===== src/rtl/imm_decode_stage_if.sv =====
// Fetch-to-decode and decode-to-execute channel bundle for imm_decode_stage.
// The stage is the slave; the fetch/execute side (or a bench) is the master.
interface imm_decode_stage_if;
   logic        flush_i;
   logic        in_valid_i;
   logic        in_ready_o;
   logic [31:0] inst_i;
   logic [31:0] pc_i;
   logic        out_valid_o;
   logic        out_ready_i;
   logic [31:0] inst_o;
   logic [31:0] pc_o;
   logic [1:0]  imm0E_o;
   logic [1:0]  imm4_1E_o;
   logic        imm10_5E_o;
   logic [1:0]  imm11E_o;
   logic        imm19_12E_o;
   logic        imm30_20E_o;
   logic [2:0]  fmt_o;
   logic        illegal_o;

   modport slave (
      input  flush_i, in_valid_i, inst_i, pc_i, out_ready_i,
      output in_ready_o, out_valid_o, inst_o, pc_o,
             imm0E_o, imm4_1E_o, imm10_5E_o, imm11E_o, imm19_12E_o, imm30_20E_o,
             fmt_o, illegal_o
   );

   modport master (
      output flush_i, in_valid_i, inst_i, pc_i, out_ready_i,
      input  in_ready_o, out_valid_o, inst_o, pc_o,
             imm0E_o, imm4_1E_o, imm10_5E_o, imm11E_o, imm19_12E_o, imm30_20E_o,
             fmt_o, illegal_o
   );
endinterface


===== src/rtl/imm_decode_stage.sv =====
// RV32I decode-stage front end: two-entry skid buffer that carries each
// instruction together with its immediate-format decode and extender selects.
module imm_decode_stage #(
   parameter logic [31:0] NOP_INST = 32'h0000_0013
) (
   input logic              clk_i,
   input logic              rst_i,
   imm_decode_stage_if.slave bus
);

   localparam int unsigned XLEN = 32;

   typedef enum logic [2:0] {
      FMT_R = 3'd0,
      FMT_I = 3'd1,
      FMT_S = 3'd2,
      FMT_B = 3'd3,
      FMT_U = 3'd4,
      FMT_J = 3'd5
   } fmt_e;

   typedef struct packed {
      logic [1:0] imm0;
      logic [1:0] imm4_1;
      logic       imm10_5;
      logic [1:0] imm11;
      logic       imm19_12;
      logic       imm30_20;
   } sel_t;

   typedef struct packed {
      logic [XLEN-1:0] inst;
      logic [XLEN-1:0] pc;
      sel_t            sel;
      fmt_e            fmt;
      logic            illegal;
   } entry_t;

   // Extender select pattern for each immediate format (R shares the I pattern)
   function automatic sel_t fmt_sel(input fmt_e f);
      sel_t s;
      case (f)
         FMT_S:   s = '{imm0: 2'd1, imm4_1: 2'd1, imm10_5: 1'b1, imm11: 2'd3, imm19_12: 1'b1, imm30_20: 1'b1};
         FMT_B:   s = '{imm0: 2'd0, imm4_1: 2'd1, imm10_5: 1'b1, imm11: 2'd1, imm19_12: 1'b1, imm30_20: 1'b1};
         FMT_U:   s = '{imm0: 2'd0, imm4_1: 2'd0, imm10_5: 1'b0, imm11: 2'd0, imm19_12: 1'b0, imm30_20: 1'b0};
         FMT_J:   s = '{imm0: 2'd0, imm4_1: 2'd2, imm10_5: 1'b1, imm11: 2'd2, imm19_12: 1'b0, imm30_20: 1'b1};
         default: s = '{imm0: 2'd2, imm4_1: 2'd2, imm10_5: 1'b1, imm11: 2'd3, imm19_12: 1'b1, imm30_20: 1'b1};
      endcase
      return s;
   endfunction

   // Entry shown after reset/flush: the canonical NOP, decoded as a legal I-type
   function automatic entry_t nop_entry(input logic [XLEN-1:0] pc);
      entry_t e;
      e.inst    = NOP_INST;
      e.pc      = pc;
      e.sel     = fmt_sel(FMT_I);
      e.fmt     = FMT_I;
      e.illegal = 1'b0;
      return e;
   endfunction

   entry_t out_q, out_d;
   entry_t skid_q, skid_d;
   logic   out_vld_q, out_vld_d;
   logic   skid_vld_q, skid_vld_d;

   entry_t dec_c;
   logic   accept_c;
   logic   consume_c;

   // Opcode classification of the incoming word
   always_comb begin
      dec_c.inst    = bus.inst_i;
      dec_c.pc      = bus.pc_i;
      dec_c.fmt     = FMT_I;
      dec_c.illegal = 1'b0;
      case (bus.inst_i[6:0])
         7'b0110111, 7'b0010111: dec_c.fmt = FMT_U;
         7'b1101111:             dec_c.fmt = FMT_J;
         7'b1100111, 7'b0000011, 7'b0010011,
         7'b0001111, 7'b1110011: dec_c.fmt = FMT_I;
         7'b0100011:             dec_c.fmt = FMT_S;
         7'b1100011:             dec_c.fmt = FMT_B;
         7'b0110011:             dec_c.fmt = FMT_R;
         default:                dec_c.illegal = 1'b1;
      endcase
      dec_c.sel = fmt_sel(dec_c.fmt);
   end

   // Skid-buffer next state; SKID is only ever valid while OUT is valid
   always_comb begin
      out_d      = out_q;
      out_vld_d  = out_vld_q;
      skid_d     = skid_q;
      skid_vld_d = skid_vld_q;
      accept_c   = bus.in_valid_i & ~skid_vld_q;
      consume_c  = out_vld_q & bus.out_ready_i;

      if (bus.flush_i) begin
         out_d      = nop_entry(out_q.pc);
         out_vld_d  = 1'b0;
         skid_vld_d = 1'b0;
      end else if (skid_vld_q) begin
         if (consume_c) begin
            out_d      = skid_q;
            skid_vld_d = 1'b0;
         end
      end else if (accept_c) begin
         if (!out_vld_q || consume_c) begin
            out_d     = dec_c;
            out_vld_d = 1'b1;
         end else begin
            skid_d     = dec_c;
            skid_vld_d = 1'b1;
         end
      end else if (consume_c) begin
         out_vld_d = 1'b0;
      end
   end

   always_ff @(posedge clk_i) begin
      if (rst_i) begin
         out_q      <= nop_entry('0);
         skid_q     <= nop_entry('0);
         out_vld_q  <= 1'b0;
         skid_vld_q <= 1'b0;
      end else begin
         out_q      <= out_d;
         skid_q     <= skid_d;
         out_vld_q  <= out_vld_d;
         skid_vld_q <= skid_vld_d;
      end
   end

   assign bus.in_ready_o  = ~skid_vld_q;
   assign bus.out_valid_o = out_vld_q;
   assign bus.inst_o      = out_q.inst;
   assign bus.pc_o        = out_q.pc;
   assign bus.imm0E_o     = out_q.sel.imm0;
   assign bus.imm4_1E_o   = out_q.sel.imm4_1;
   assign bus.imm10_5E_o  = out_q.sel.imm10_5;
   assign bus.imm11E_o    = out_q.sel.imm11;
   assign bus.imm19_12E_o = out_q.sel.imm19_12;
   assign bus.imm30_20E_o = out_q.sel.imm30_20;
   assign bus.fmt_o       = 3'(out_q.fmt);
   assign bus.illegal_o   = out_q.illegal;

endmodule


===== src/flat_wrapper.sv =====
// flat-port wrapper written by rule: the top's interface ports become plain ports
module imm_decode_stage_flat 
#(
   parameter logic [31:0] NOP_INST = 32'h0000_0013
)
  (clk_i, rst_i, bus_flush_i, bus_in_valid_i, bus_inst_i, bus_pc_i, bus_out_ready_i, bus_in_ready_o, bus_out_valid_o, bus_inst_o, bus_pc_o, bus_imm0E_o, bus_imm4_1E_o, bus_imm10_5E_o, bus_imm11E_o, bus_imm19_12E_o, bus_imm30_20E_o, bus_fmt_o, bus_illegal_o);
  imm_decode_stage_if bus_i ();
  input logic clk_i;
  input logic rst_i;
  input wire logic [$bits(bus_i.flush_i)-1:0] bus_flush_i;
  input wire logic [$bits(bus_i.in_valid_i)-1:0] bus_in_valid_i;
  input wire logic [$bits(bus_i.inst_i)-1:0] bus_inst_i;
  input wire logic [$bits(bus_i.pc_i)-1:0] bus_pc_i;
  input wire logic [$bits(bus_i.out_ready_i)-1:0] bus_out_ready_i;
  output wire logic [$bits(bus_i.in_ready_o)-1:0] bus_in_ready_o;
  output wire logic [$bits(bus_i.out_valid_o)-1:0] bus_out_valid_o;
  output wire logic [$bits(bus_i.inst_o)-1:0] bus_inst_o;
  output wire logic [$bits(bus_i.pc_o)-1:0] bus_pc_o;
  output wire logic [$bits(bus_i.imm0E_o)-1:0] bus_imm0E_o;
  output wire logic [$bits(bus_i.imm4_1E_o)-1:0] bus_imm4_1E_o;
  output wire logic [$bits(bus_i.imm10_5E_o)-1:0] bus_imm10_5E_o;
  output wire logic [$bits(bus_i.imm11E_o)-1:0] bus_imm11E_o;
  output wire logic [$bits(bus_i.imm19_12E_o)-1:0] bus_imm19_12E_o;
  output wire logic [$bits(bus_i.imm30_20E_o)-1:0] bus_imm30_20E_o;
  output wire logic [$bits(bus_i.fmt_o)-1:0] bus_fmt_o;
  output wire logic [$bits(bus_i.illegal_o)-1:0] bus_illegal_o;
  assign bus_i.flush_i = bus_flush_i;
  assign bus_i.in_valid_i = bus_in_valid_i;
  assign bus_i.inst_i = bus_inst_i;
  assign bus_i.pc_i = bus_pc_i;
  assign bus_i.out_ready_i = bus_out_ready_i;
  assign bus_in_ready_o = bus_i.in_ready_o;
  assign bus_out_valid_o = bus_i.out_valid_o;
  assign bus_inst_o = bus_i.inst_o;
  assign bus_pc_o = bus_i.pc_o;
  assign bus_imm0E_o = bus_i.imm0E_o;
  assign bus_imm4_1E_o = bus_i.imm4_1E_o;
  assign bus_imm10_5E_o = bus_i.imm10_5E_o;
  assign bus_imm11E_o = bus_i.imm11E_o;
  assign bus_imm19_12E_o = bus_i.imm19_12E_o;
  assign bus_imm30_20E_o = bus_i.imm30_20E_o;
  assign bus_fmt_o = bus_i.fmt_o;
  assign bus_illegal_o = bus_i.illegal_o;
  imm_decode_stage #(.NOP_INST(NOP_INST)) u_core (.clk_i(clk_i), .rst_i(rst_i), .bus(bus_i));
endmodule

===== config.mk =====
export PLATFORM = sky130hd
export DESIGN_NAME = imm_decode_stage_flat
export DESIGN_NICKNAME = d
export VERILOG_FILES = /design/src/rtl/imm_decode_stage_if.sv /design/src/rtl/imm_decode_stage.sv /design/src/flat_wrapper.sv
export SDC_FILE = /design/constraint.sdc
export NUM_CORES = 1
export LEC_CHECK = 0
export ABC_AREA = 1
export BUFFER_PORTS_ARGS = -buffer_cell sky130_fd_sc_hd__buf_2
export CAP_MARGIN = 0
export CORE_ASPECT_RATIO = 2
export CORE_MARGIN = 2
export CORE_UTILIZATION = 44
export DETAILED_ROUTE_END_ITERATION = 8
export PLACE_DENSITY = 0.75
export SLEW_MARGIN = 0
export SYNTH_ARGS = -nofsm -noshare
export SYNTH_HDL_FRONTEND = slang
export SYNTH_SLANG_ARGS = --single-unit

===== constraint.sdc =====
create_clock -name clk_i -period 1.7 [get_ports clk_i]
set_input_delay 0.425 -clock clk_i [delete_from_list [all_inputs] [get_ports clk_i]]
set_output_delay 0.425 -clock clk_i [all_outputs]
set_load 0.1 [all_outputs]

# Yosys cells after proc, flatten, opt, wreduce, memory -nomap -nowiden

Cells that the tools add are included.

Multiplexer cells: 14
Bitwise gates (word level): 5
Eq/ne operators: 17
Reduce and logical (&&, ||, !) cells: 12

Operators by type and width:

| kind                                                                  | count |
|---|---|
| 77-bit 2-to-1 mux                                                     | 4 |
| 9-bit one-hot mux with 4 select lines                                 | 1 |
| 7-bit equality test, second input constant                            | 4 |
| 7-bit by 6-bit equality test with 1-bit output, second input constant | 3 |
| 3-bit one-hot mux with 5 select lines                                 | 1 |
| 7-bit by 5-bit equality test with 1-bit output, second input constant | 2 |
| 11-bit OR reduction                                                   | 1 |
| 1-bit 2-to-1 mux                                                      | 8 |
| 4-bit AND reduction                                                   | 2 |
| 7-bit by 2-bit equality test with 1-bit output, second input constant | 1 |
| 7-bit by 4-bit equality test with 1-bit output, second input constant | 1 |
| 3-bit by 2-bit equality test with 1-bit output, second input constant | 2 |
| 3-bit equality test, second input constant                            | 2 |
| 3-bit AND reduction                                                   | 2 |
| 2-bit nonzero test                                                    | 3 |
| 2-bit != test, second input constant                                  | 2 |
| 2-bit OR reduction                                                    | 2 |
| 1-bit NOT                                                             | 3 |
| 1-bit bitwise AND                                                     | 2 |
| 1-bit logical NOT                                                     | 1 |
| 1-bit logical OR                                                      | 1 |

Input bits: 69
Flip-flop bits (word level): 156
Output and inout bits: 79
Logic and storage cells: 70

# Depth between registers and ports, before layout

Gate-level depths: netlist of the first run.

Depth in word-level cells: 8
Mapped depth: 10
Mapped depth without buffers: 10

# Worst setup path after synthesis of the first run

OpenSTA, ideal clock, no wires.

Kind: register to register
Start: register u_core.out_vld_q (netlist: u_core.bus.out_valid_o)
End: register u_core.skid_q[11] (netlist name)
Cell stages (with the launch flop): 7
Buffers on the path: 2
Clock period less this slack: 2034 ps
Path slack: -334 ps
Library setup time: 120 ps
Required time: 1580 ps
Arrival time: 1914 ps
Path through: dfxtp_1 inv_2 or2_1 nor3_4 buf_6 buf_2 a21oi_1

Word-level cells in the longest chain between the ends: 4
Elaborated cells between the ends (all ways): 5
Classes of those cells: bitwise: 2; reduce/logical: 3

Ends and longest elaborated chain:

| item                                                   | RTL line                                        | text |
|---|---|---|
| start: declaration                                     | imm_decode_stage.sv:65                          | `logic out_vld_q, out_vld_d;` |
| start signal: assignment                               | imm_decode_stage.sv:131                         | `out_vld_q <= out_vld_d;` |
| 1-bit bitwise AND or 1-bit logical NOT (tied branches) | imm_decode_stage.sv:98, imm_decode_stage.sv:110 |  |
| 1-bit logical OR (*)                                   | imm_decode_stage.sv:110                         | `if (!out_vld_q \|\| consume_c) begin` |
| 1-bit NOT (no line) (*)                                | -                                               |  |
| 4-bit AND reduction (no line) (*)                      | -                                               |  |
| end signal: assignment                                 | imm_decode_stage.sv:125                         | `skid_q <= nop_entry('0);` |
| end signal: assignment                                 | imm_decode_stage.sv:130                         | `skid_q <= skid_d;` |
| end: declaration                                       | imm_decode_stage.sv:64                          | `entry_t skid_q, skid_d;` |

Mark *: on every way between the ends. The rest lies on a longest branch, timed or not.
A chain may end at the register's enable or synchronous reset.

# Worst setup path after layout of the first run

Start: register u_core.out_q, in the netlist u_core.bus.fmt_o[0]
End: output bus_fmt_o[0]

RTL lines:

| item                     | RTL line                | text |
|---|---|---|
| start: declaration       | imm_decode_stage.sv:63  | `entry_t out_q, out_d;` |
| start signal: assignment | imm_decode_stage.sv:124 | `out_q <= nop_entry('0);` |
| start signal: assignment | imm_decode_stage.sv:129 | `out_q <= out_d;` |
| end: declaration         | flat_wrapper.sv:25      | `output wire logic [$bits(bus_i.fmt_o)-1:0] bus_fmt_o;` |

No word-level cell between the ends.

==> results of run 1 <==
-- state kept, by name (all words and copies together), names as in the netlist, 2 cells and up --
name                  count
u_core.bus.fmt_o          3
u_core.bus.imm4_1E_o      2
u_core.bus.inst_o        32
u_core.bus.pc_o          32
u_core.skid_q            75
u_core.bus.imm11E_o       2
u_core.bus.imm0E_o        2
-- layout make-up --
| type | count | share of cell area |
|---|---|---|
| Antenna cell | 1 | 0.000321 |
| Multi-Input combinational cell | 565 | 0.337 |
| Clock inverter | 14 | 0.0237 |
| Tap cell | 189 | 0.0303 |
| Clock buffer | 18 | 0.0550 |
| Sequential cell | 152 | 0.391 |
| Inverter | 46 | 0.0228 |
| Timing Repair Buffer | 171 | 0.140 |
-- Yosys cell counts, types with 6 or more instances --
cell / number / area share
o21ai_1: 25 / 0.020
a21oi_1: 47 / 0.038
nor2_1: 146 / 0.089
a31oi_1: 21 / 0.021
dfxtp_1: 152 / 0.49
a311oi_1: 8 / 0.011
inv_1: 41 / 0.025
o211a_1: 8 / 0.013
clkbuf_1: 28 / 0.017
o211ai_1: 6 / 0.0073
buf_2: 23 / 0.019
o21ai_0: 124 / 0.10
nand2_1: 148 / 0.090
nand3_1: 21 / 0.017
-- through the flow --
step / worst slack [ns] / util / std cells
finish: 0.0421 / 0.565 / 1156
global placement: 0.0461 / 0.512 / 1118
floorplan: 0.134 / - / 824
global route: -0.00493 / 0.565 / 1156
detailed placement: -0.0311 / 0.512 / 1118
CTS: 0.00903 / 0.562 / 1152
-- how the worst max path moves through the flow --
stage / to / cells after the start
final: bus_fmt_o[0] / 1
after global routing: u_core.skid_q[63] / 7
after CTS: bus_in_ready_o / 3
after detailed placement: u_core.skid_q[32] / 6
after global placement: u_core.skid_q[31] / 6
after floorplan: u_core.skid_q[11] / 6
-- what timing repair did --
| action | CTS | global route |
|---|---|---|
| cloned | 2 | 1 |
| hold endpoints to repair | 0 | 0 |
| gates resized for setup | 2 | 3 |
| setup buffers | 0 | 2 |
| endpoints found under the setup margin | 1 | 11 |
-- placed cells by master, fill, tap and decap left out, drive strengths merged, types with 19 or more instances in the layout --
master	n
nand3	21
inv	53
clkbuf	19
nor2	147
a31oi	21
dfxtp	152
o21ai	150
nand2	149
buf	168
a21oi	48
-- power breakdown --
| part | total, mW | leakage (nW) | switching (mW) | internal, mW |
|---|---|---|---|---|
| sequential | 3.76 | 1.24 | 0.0668 | 3.69 |
| combinational | 1.43 | 2.21 | 1.14 | 0.293 |
| clock | 3.92 | 0.292 | 1.57 | 2.35 |
| total | 9.11 | 3.74 | 2.77 | 6.33 |
-- routing by layer --
layer  vias to the layer above  track usage
li1                       2981            -
met1                      2580        0.225
met2                       145        0.406
met3                        27       0.0422
met4                         0       0.0829
met5                         -            0
-- cells by family after synthesis --
kind of cell	count (synthesis)	synth area share
AND/OR/NAND/NOR	321	0.205
AO/OA/AOI/OAI	244	0.221
flip-flops	152	0.495
buffers and inverters	107	0.0796
==> impl_metrics.toml, run 1 <==
[setup_path]
r2r_start = "u_core.bus.out_valid_o"
cp.required_ns = 1.27
cp-start-kind = "register"
crit_family = "buffers and inverters"
rrSetupSlack_ns = 0.13
regToRegEndpoint = "u_core.skid_q[60]"
crit_path_max_incr_delay_ns = 0.45
path_cells = "buf_2"
critPathKind = "reg2out"
critPathBufInv = 1
rr_worst_depth = 7
crit_arrival_ns = 1.23
cp_max_fo = 2
endpoint_kind = "primary output"
critPathLaunch = "u_core.bus.fmt_o[0]"
cp_slowest_cell = "buf_2"

[die]
core_mm2 = 0.0138
num_rows = 61
pin_count = 148
dieWidth_um = 87.6
die_h_um = 171
start_util = 0.445
die_area_mm2 = 0.0150

[min_path]
worstHoldStart = "bus_inst_i[29]"
worstHoldEndpoint = "u_core.skid_q[74]"
holdPathStages = 3
hold_path.class = "in2reg"

[synth]
synth-main-ff-cell = "dfxtp_1"
ys_types = 29
synth_seq_cells = 152
synth_area_mm2 = 0.00615
yosysSeqAreaShare = 0.495
syn_inst = 824
syn_area_per_cell_um2 = 7.46
synth_edf_count = 0
synth_warnings = 0
synthesis.nets = 893
ys_async_sr_fraction = 0

[timing]
clock.fmax_mhz = 603
finalHoldViolations = 0
worstMarginPinSlew_ns = 0.513
slew_headroom = 0.658
final.setup.tns_ns = 0
fin_crit_sh = 0.975
fin_crit_ns = 1.66
slew_violations = 0
setup_viol = 0
fin_skew_ns = 0.00631
holdWs_ns = 0.249
grt_setup_unrepaired = "true"

[cells_and_area]
stdcell_area_mm2 = 0.00780
fin_nets = 1022
fillers = 1319
area_delta_synth_final_pct = 26.9
multi_input_area_mm2 = 0.00263
drive_gt1_frac = 0.226
regArea_mm2 = 0.00305

[place]
dp_hpwl_um = 10300
place_congestion = 0.881
io_buffers = 147
place_area_mm2 = 0.00707

[routing]
vias = 5733
met3_length_um = 617
drt_first_pass_iters = 5
drc = 0
wl_per_cell_um = 13.9
ant_nets = 0
wirelength_um = 16000
via_per_inst = 4.96
highest_layer = "met4"
met2_wirelength_um = 8700
drt_iter0_drc = 229
drt-met1-wl_um = 6300

[clock_network]
root_buffer = "clkbuf_16"
cts-htree-levels = 4
cts_buffers = 17
insertion_delay_ns = 0.41
hold_buffers = 0
cts_buffer_depth = 2
clk_pin_slew_ns = 0.06
cts_tree = "built"
clock_sinks = 152

[global_route]
track_usage = 0.215
antenna_found_initial = 1
grt_pass1_vias = 5515
grt_pass1_wl_um = 25600
grt-ovfl-total = 0
grt_max_degree = 85

[run_status]
status = "completed"

[power_and_ir_drop]
peakVddDrop_v = 0.000684
finalPower_mw = 9.11
p_leak_nw = 3.74
p_per_area_mw_per_mm2 = 1170

[flow_run]
drv_cap = 0
No activity file was read; power rests on OpenSTA's default activity.
==> run 2, diff against run 1 <==
- ABC_AREA: 1 -> default
- PLACE_DENSITY: 0.75 -> 0.74
==> run 2 against run 1 <==
  * Critical path depth stayed put
  * Via count is 2.4% lower
  * Critical path type unchanged
  * Critical endpoint is now bus_pc_o[6]
  * Count of clock-buffer cells in the layout is 1 lower
  * Utilization is 3.3 points higher
  * Global-route usage is 0.67 points lower
  * Die area is 1.9% higher
  * Synthesized area is 2.0% higher
  * Sequential power hardly changed
  * Synthesized cell count is 14% lower
  * Sequential share of layout area is 2.3 points lower
==> impl_metrics.toml, run 2 <==
[place]
dp.cells = 1041
io_buffers = 147
dp_hpwl_um = 11300
place_area_mm2 = 0.00754
place_congestion = 0.841
place_ws_ns = -0.100

[timing]
worstMarginPinSlew_ns = 0.597
slew_headroom = 0.602
final.setup.tns_ns = 0
fin_skew_ns = 0.00598
fin_crit_ns = 1.66
grt_setup_unrepaired = "false"
fin_crit_sh = 0.977
setup_viol = 0
slew_violations = 0
clock.fmax_mhz = 602
holdWs_ns = 0.254
finalHoldViolations = 0
layout_setup_ws_ns = 0.0383

[clock_network]
insertion_delay_ns = 0.41
cts_buffer_depth = 2
cts-htree-levels = 4
root_buffer = "clkbuf_16"
clock_sinks = 152
clk_pin_slew_ns = 0.07
cts_tree = "built"
cts_buffers = 17

[routing]
drt_first_pass_iters = 4
drt_iter0_drc = 249
vias = 5598
ant_nets = 0
drc = 0
wirelength_um = 16900
wl_per_cell_um = 15.6
via_per_inst = 5.17

[setup_path]
critPathBufInv = 1
cp_max_fo = 2
path_cells = "buf_2"
endpoint_kind = "primary output"
crit_family = "buffers and inverters"
crit_arrival_ns = 1.24
rr_worst_depth = 5
crit_path_max_incr_delay_ns = 0.45
cp-start-kind = "register"
r2r_start = "u_core.skid_vld_q"
regToRegEndpoint = "u_core.skid_q[30]"
cp.required_ns = 1.27
critPathKind = "reg2out"
rrSetupSlack_ns = 0.09
cp_slowest_cell = "buf_2"

[global_route]
track_usage = 0.208
antenna_found_initial = 1
grt_max_degree = 91
grt-ovfl-total = 0
grt_pass1_vias = 5462
grt_pass1_wl_um = 25400

[cells_and_area]
fin_util = 0.597
largest_reg_flops = 75
fillers = 1253
diodes = 0
drive_gt1_frac = 0.323
finalNonFillerCells = 1082
final_common_cell = "dfxtp_1"
regMostFlops = "u_core.skid_q"
stdcell_area_mm2 = 0.00830
fin_nets = 949
area_delta_synth_final_pct = 32.4
final_cell_mix = "148 x dfxtp_1, 145 x buf_2, 144 x nand2_1"

[synth]
synth_largest_area_cell = "dfxtp_1"
synth_edf_count = 0
synth-main-ff-cell = "dfxtp_1"
synth_seq_cells = 152
syn_inst = 709
synthesis.nets = 778
synth.most_common_cell = "dfxtp_1"
yosysSeqAreaShare = 0.485
synth_top_area_share = 0.485
ys_async_sr_fraction = 0
synth_area_mm2 = 0.00627
ys_types = 42
syn_area_per_cell_um2 = 8.84
synth_commonest_cells = "152 x dfxtp_1, 144 x nand2_1, 81 x a21oi_1, 68 x nor2_1, 65 x mux2i_1"
synth_warnings = 0
netlist_top_cells_area = "dfxtp_1 49%, mux2i_1 10%, nand2_1 8.6%"

[die]
pin_count = 148
die_area_mm2 = 0.0153
dieWidth_um = 88.4
start_util = 0.451
die_h_um = 173
core_mm2 = 0.0139
num_rows = 61

[min_path]
hold_path.class = "in2reg"
worstHoldEndpoint = "u_core.skid_q[62]"
holdPathStages = 3
worstHoldStart = "bus_inst_i[17]"

[power_and_ir_drop]
p_leak_nw = 3.23
combPwrFrac = 0.175
p_int_mw = 6.12
finalPower_mw = 8.95
p_per_area_mw_per_mm2 = 1080
power.switching_mw = 2.83
peakVddDrop_v = 0.000916
pwr-share-seq = 0.417
sw_frac_of_total = 0.316
clockPowerShare = 0.408

[run_status]
status = "completed"

[flow_run]
drv_cap = 0
run 2: cell types whose count changed after synthesis, moves of 19 or more:
cell      previous run  this run
nor2_1             146        68
a21oi_1             47        81
a211oi_2             0        22
a211oi_1             0        41
a31oi_1             21         2
o21ai_1             25         0
mux2i_1              0        65
o21ai_0            124        13
inv_1               41         3
run 2: cells by family (layout without fill, tap and decap cells):
group                  Yosys count  in the layout  share of synthesized area
XOR/XNOR                         1              1                    0.00140
AND/OR/NAND/NOR                249            249                      0.165
flip-flops                     152            152                      0.485
multiplexers                    65             65                      0.104
buffers and inverters           66            250                     0.0503
AO/OA/AOI/OAI                  176            176                      0.194
run 2: layout make-up:
cell class	instances	area, µm²	area share
repair buffers	215	1460	0.176
multi-input cells	491	2970	0.357
well taps	189	236	0.0285
clock inverters	15	145	0.0175
inverters	3	15.0	0.00181
flip-flops and latches	152	3050	0.368
clock buffers	17	425	0.0513
run 2: metal layers:
metal  routed length (µm)  track usage
met5                   13            0
met1                 6160        0.207
met4                  538       0.0966
met3                  689       0.0430
met2                 9460        0.391
run 2: repair_timing:
item,CTS,global route
pin swaps,1,5
buffers inserted,2,3
hold buffers,0,0
gates cloned,0,5
gates resized for setup,2,11
endpoints found under the setup margin,2,47
run 2: power groups by stage:
stage	clock network, mW	registers [mW]	logic, mW
floorplan	0	4.50	0.420
global placement	0	3.81	1.49
detailed placement	0	3.81	1.50
CTS	3.70	3.73	1.51
global route	3.85	3.75	1.64
finish	3.65	3.73	1.57
run 2: worst max path at each step:
| stage | startpoint | endpoint | slack [ns] | cells past startpoint |
|---|---|---|---|---|
| after floorplan | u_core.skid_vld_q | u_core.skid_q[33] | 0.02 | 9 |
| after global placement | bus_out_ready_i | u_core.skid_q[33] | -0.08 | 6 |
| after detailed placement | bus_out_ready_i | u_core.skid_q[30] | -0.10 | 6 |
| after CTS | u_core.skid_vld_q | u_core.bus.fmt_o[2] | 0.02 | 8 |
| after global routing | u_core.bus.pc_o[4] | bus_pc_o[4] | 0.009 | 1 |
| final | u_core.bus.pc_o[6] | bus_pc_o[6] | 0.04 | 1 |
==> run 3, diff against run 2 <==
- SETUP_SLACK_MARGIN: default -> 0.5
- clock period: 1.7 -> 2.09 ns (I/O delays scaled with it)
==> run 3 against run 2 <==
  * Hold slack gained 0.096 ns
  * Sequential share of layout area shrank 3.1 points
  * Combinational power shrank 5%
  * Design area grew 10%
  * Worst setup slack gained 0.38 ns
  * Routed wire length grew 5.8%
  * Total power shrank 16%
  * Critical path depth grew 6
  * Critical path type is now reg2reg
  * Largest power group unchanged
  * Highest routed layer is now met4
==> impl_metrics.toml, run 3 (same netlist as run 2, synthesis figures left out) <==
[setup_path]
endpoint_kind = "register"
cp.required_ns = 2.41
cp-start-kind = "register"
crit_arrival_ns = 1.99
critPathKind = "reg2reg"
rr_worst_depth = 7
cp_max_fo = 6

[die]
start_util = 0.451
core_mm2 = 0.0139
die_h_um = 173
dieWidth_um = 88.4
pin_count = 148
die_area_mm2 = 0.0153
num_rows = 61

[cells_and_area]
final_common_cell = "nand2_1"
fin_nets = 925
diodes = 0
multi_input_area_mm2 = 0.00318
regArea_mm2 = 0.00308
final_cell_mix = "143 x nand2_1, 127 x dfxtp_1, 79 x a21oi_1"
finalNonFillerCells = 1058
regMostFlops = "u_core.skid_q"
largest_reg_flops = 75
drive_gt1_frac = 0.362
fillers = 1113
area_delta_synth_final_pct = 45.8

[routing]
met2_wirelength_um = 10200
vias = 5693
highest_layer = "met4"
drt-met1-wl_um = 6110
drt_first_pass_iters = 4
met3_length_um = 735
drc = 0
via_per_inst = 5.38
wirelength_um = 17800
drt_iter0_drc = 257
ant_nets = 0
wl_per_cell_um = 16.9

[global_route]
grt_pass1_wl_um = 26600
grt-ovfl-total = 0
antenna_found_initial = 0
grt_max_degree = 85
track_usage = 0.221
grt_pass1_vias = 5496

[clock_network]
clock_sinks = 152
clk_pin_slew_ns = 0.07
cts_buffer_depth = 2
cts_buffers = 17
insertion_delay_ns = 0.42
root_buffer = "clkbuf_16"
cts_tree = "built"
cts-htree-levels = 4

[timing]
grt_setup_unrepaired = "true"
finalHoldViolations = 0
fin_skew_ns = 0.0105
slew_headroom = 0.515
final.setup.tns_ns = 0
slew_violations = 0
setup_viol = 0
worstMarginPinSlew_ns = 0.727
fin_crit_sh = 0.798
fin_crit_ns = 1.67
clock.fmax_mhz = 600

[min_path]
hold_path.class = "in2reg"
holdPathStages = 3

[run_status]
status = "completed"

[power_and_ir_drop]
p_per_area_mw_per_mm2 = 819
p_leak_nw = 3.39
peakVddDrop_v = 0.000713

[place]
dp_hpwl_um = 10600
io_buffers = 147
place_congestion = 0.830
dp.cells = 1003

[flow_run]
drv_cap = 0
==> run 3: cell count changes in the layout (fill, tap and decap cells not counted), moves of 5 or more <==
| cell | change |
|---|---|
| buf_6 | +53 |
| nor2_1 | -22 |
| buf_4 | -30 |
| dfxtp_2 | +21 |
| buf_2 | -78 |
| buf_8 | +5 |
| buf_12 | +19 |
| nor2_4 | +22 |
| dfxtp_1 | -21 |
==> run 3: cell type report <==
type                    count  share of cell area
multi-input cells         491               0.348
flip-flops and latches    152               0.337
repair buffers            191               0.227
clock buffers              19              0.0495
well taps                 189              0.0259
clock inverters            13              0.0118
inverters                   3             0.00164
==> run 3: per-layer routing <==
metal,track usage,up-vias
li1,-,2750
met1,0.222,2724
met2,0.407,165
met3,0.0477,54
met4,0.112,0
met5,0,-
==> run 3: worst paths after layout <==
kind | end | from | slack [ns]
setup / recovery | u_core.bus.inst_o[15] | u_core.skid_vld_q | 0.42
hold / removal | u_core.skid_q[22] | bus_pc_i[9] | 0.35
hold reg to reg | u_core.skid_q[6] | u_core.skid_q[6] | 0.44
setup reg to reg | u_core.bus.inst_o[15] | u_core.skid_vld_q | 0.42
==> run 3: timing repair <==
action,CTS,global route
hold buffers,0,0
pin swaps,3,5
gates resized for setup,176,71
cloned,4,7
setup endpoints to repair,205,76
buffers inserted,9,3
==> run 3: worst max-delay path, stage by stage, from the launching register on <==
cell and delay, ns:
dfxtp_4 0.38, nand2b_4 0.18, buf_4 0.16, a21oi_4 0.26, buf_12 0.17, clkbuf_16 0.15
nor2_1 0.04, a211oi_1 0.23
==> run 3: metrics by stage <==
step	power, mW	hold WS [ns]	worst slack, ns	util	instance area [µm²]
CTS	7.41	0.333	0.385	0.626	8700
global placement	4.31	0.431	0.102	0.533	7410
floorplan	4.07	0.418	0.324	-	6570
finish	7.49	0.350	0.422	0.658	9140
global route	7.73	0.338	0.351	0.658	9140
detailed placement	4.32	0.430	0.0749	0.533	7410
==> run 3: power by group <==
group	leakage, nW	internal (mW)	total, mW	switching, mW
registers	1.25	2.99	3.09	0.0943
logic	1.88	0.515	1.49	0.973
clock network	0.262	1.61	2.91	1.30
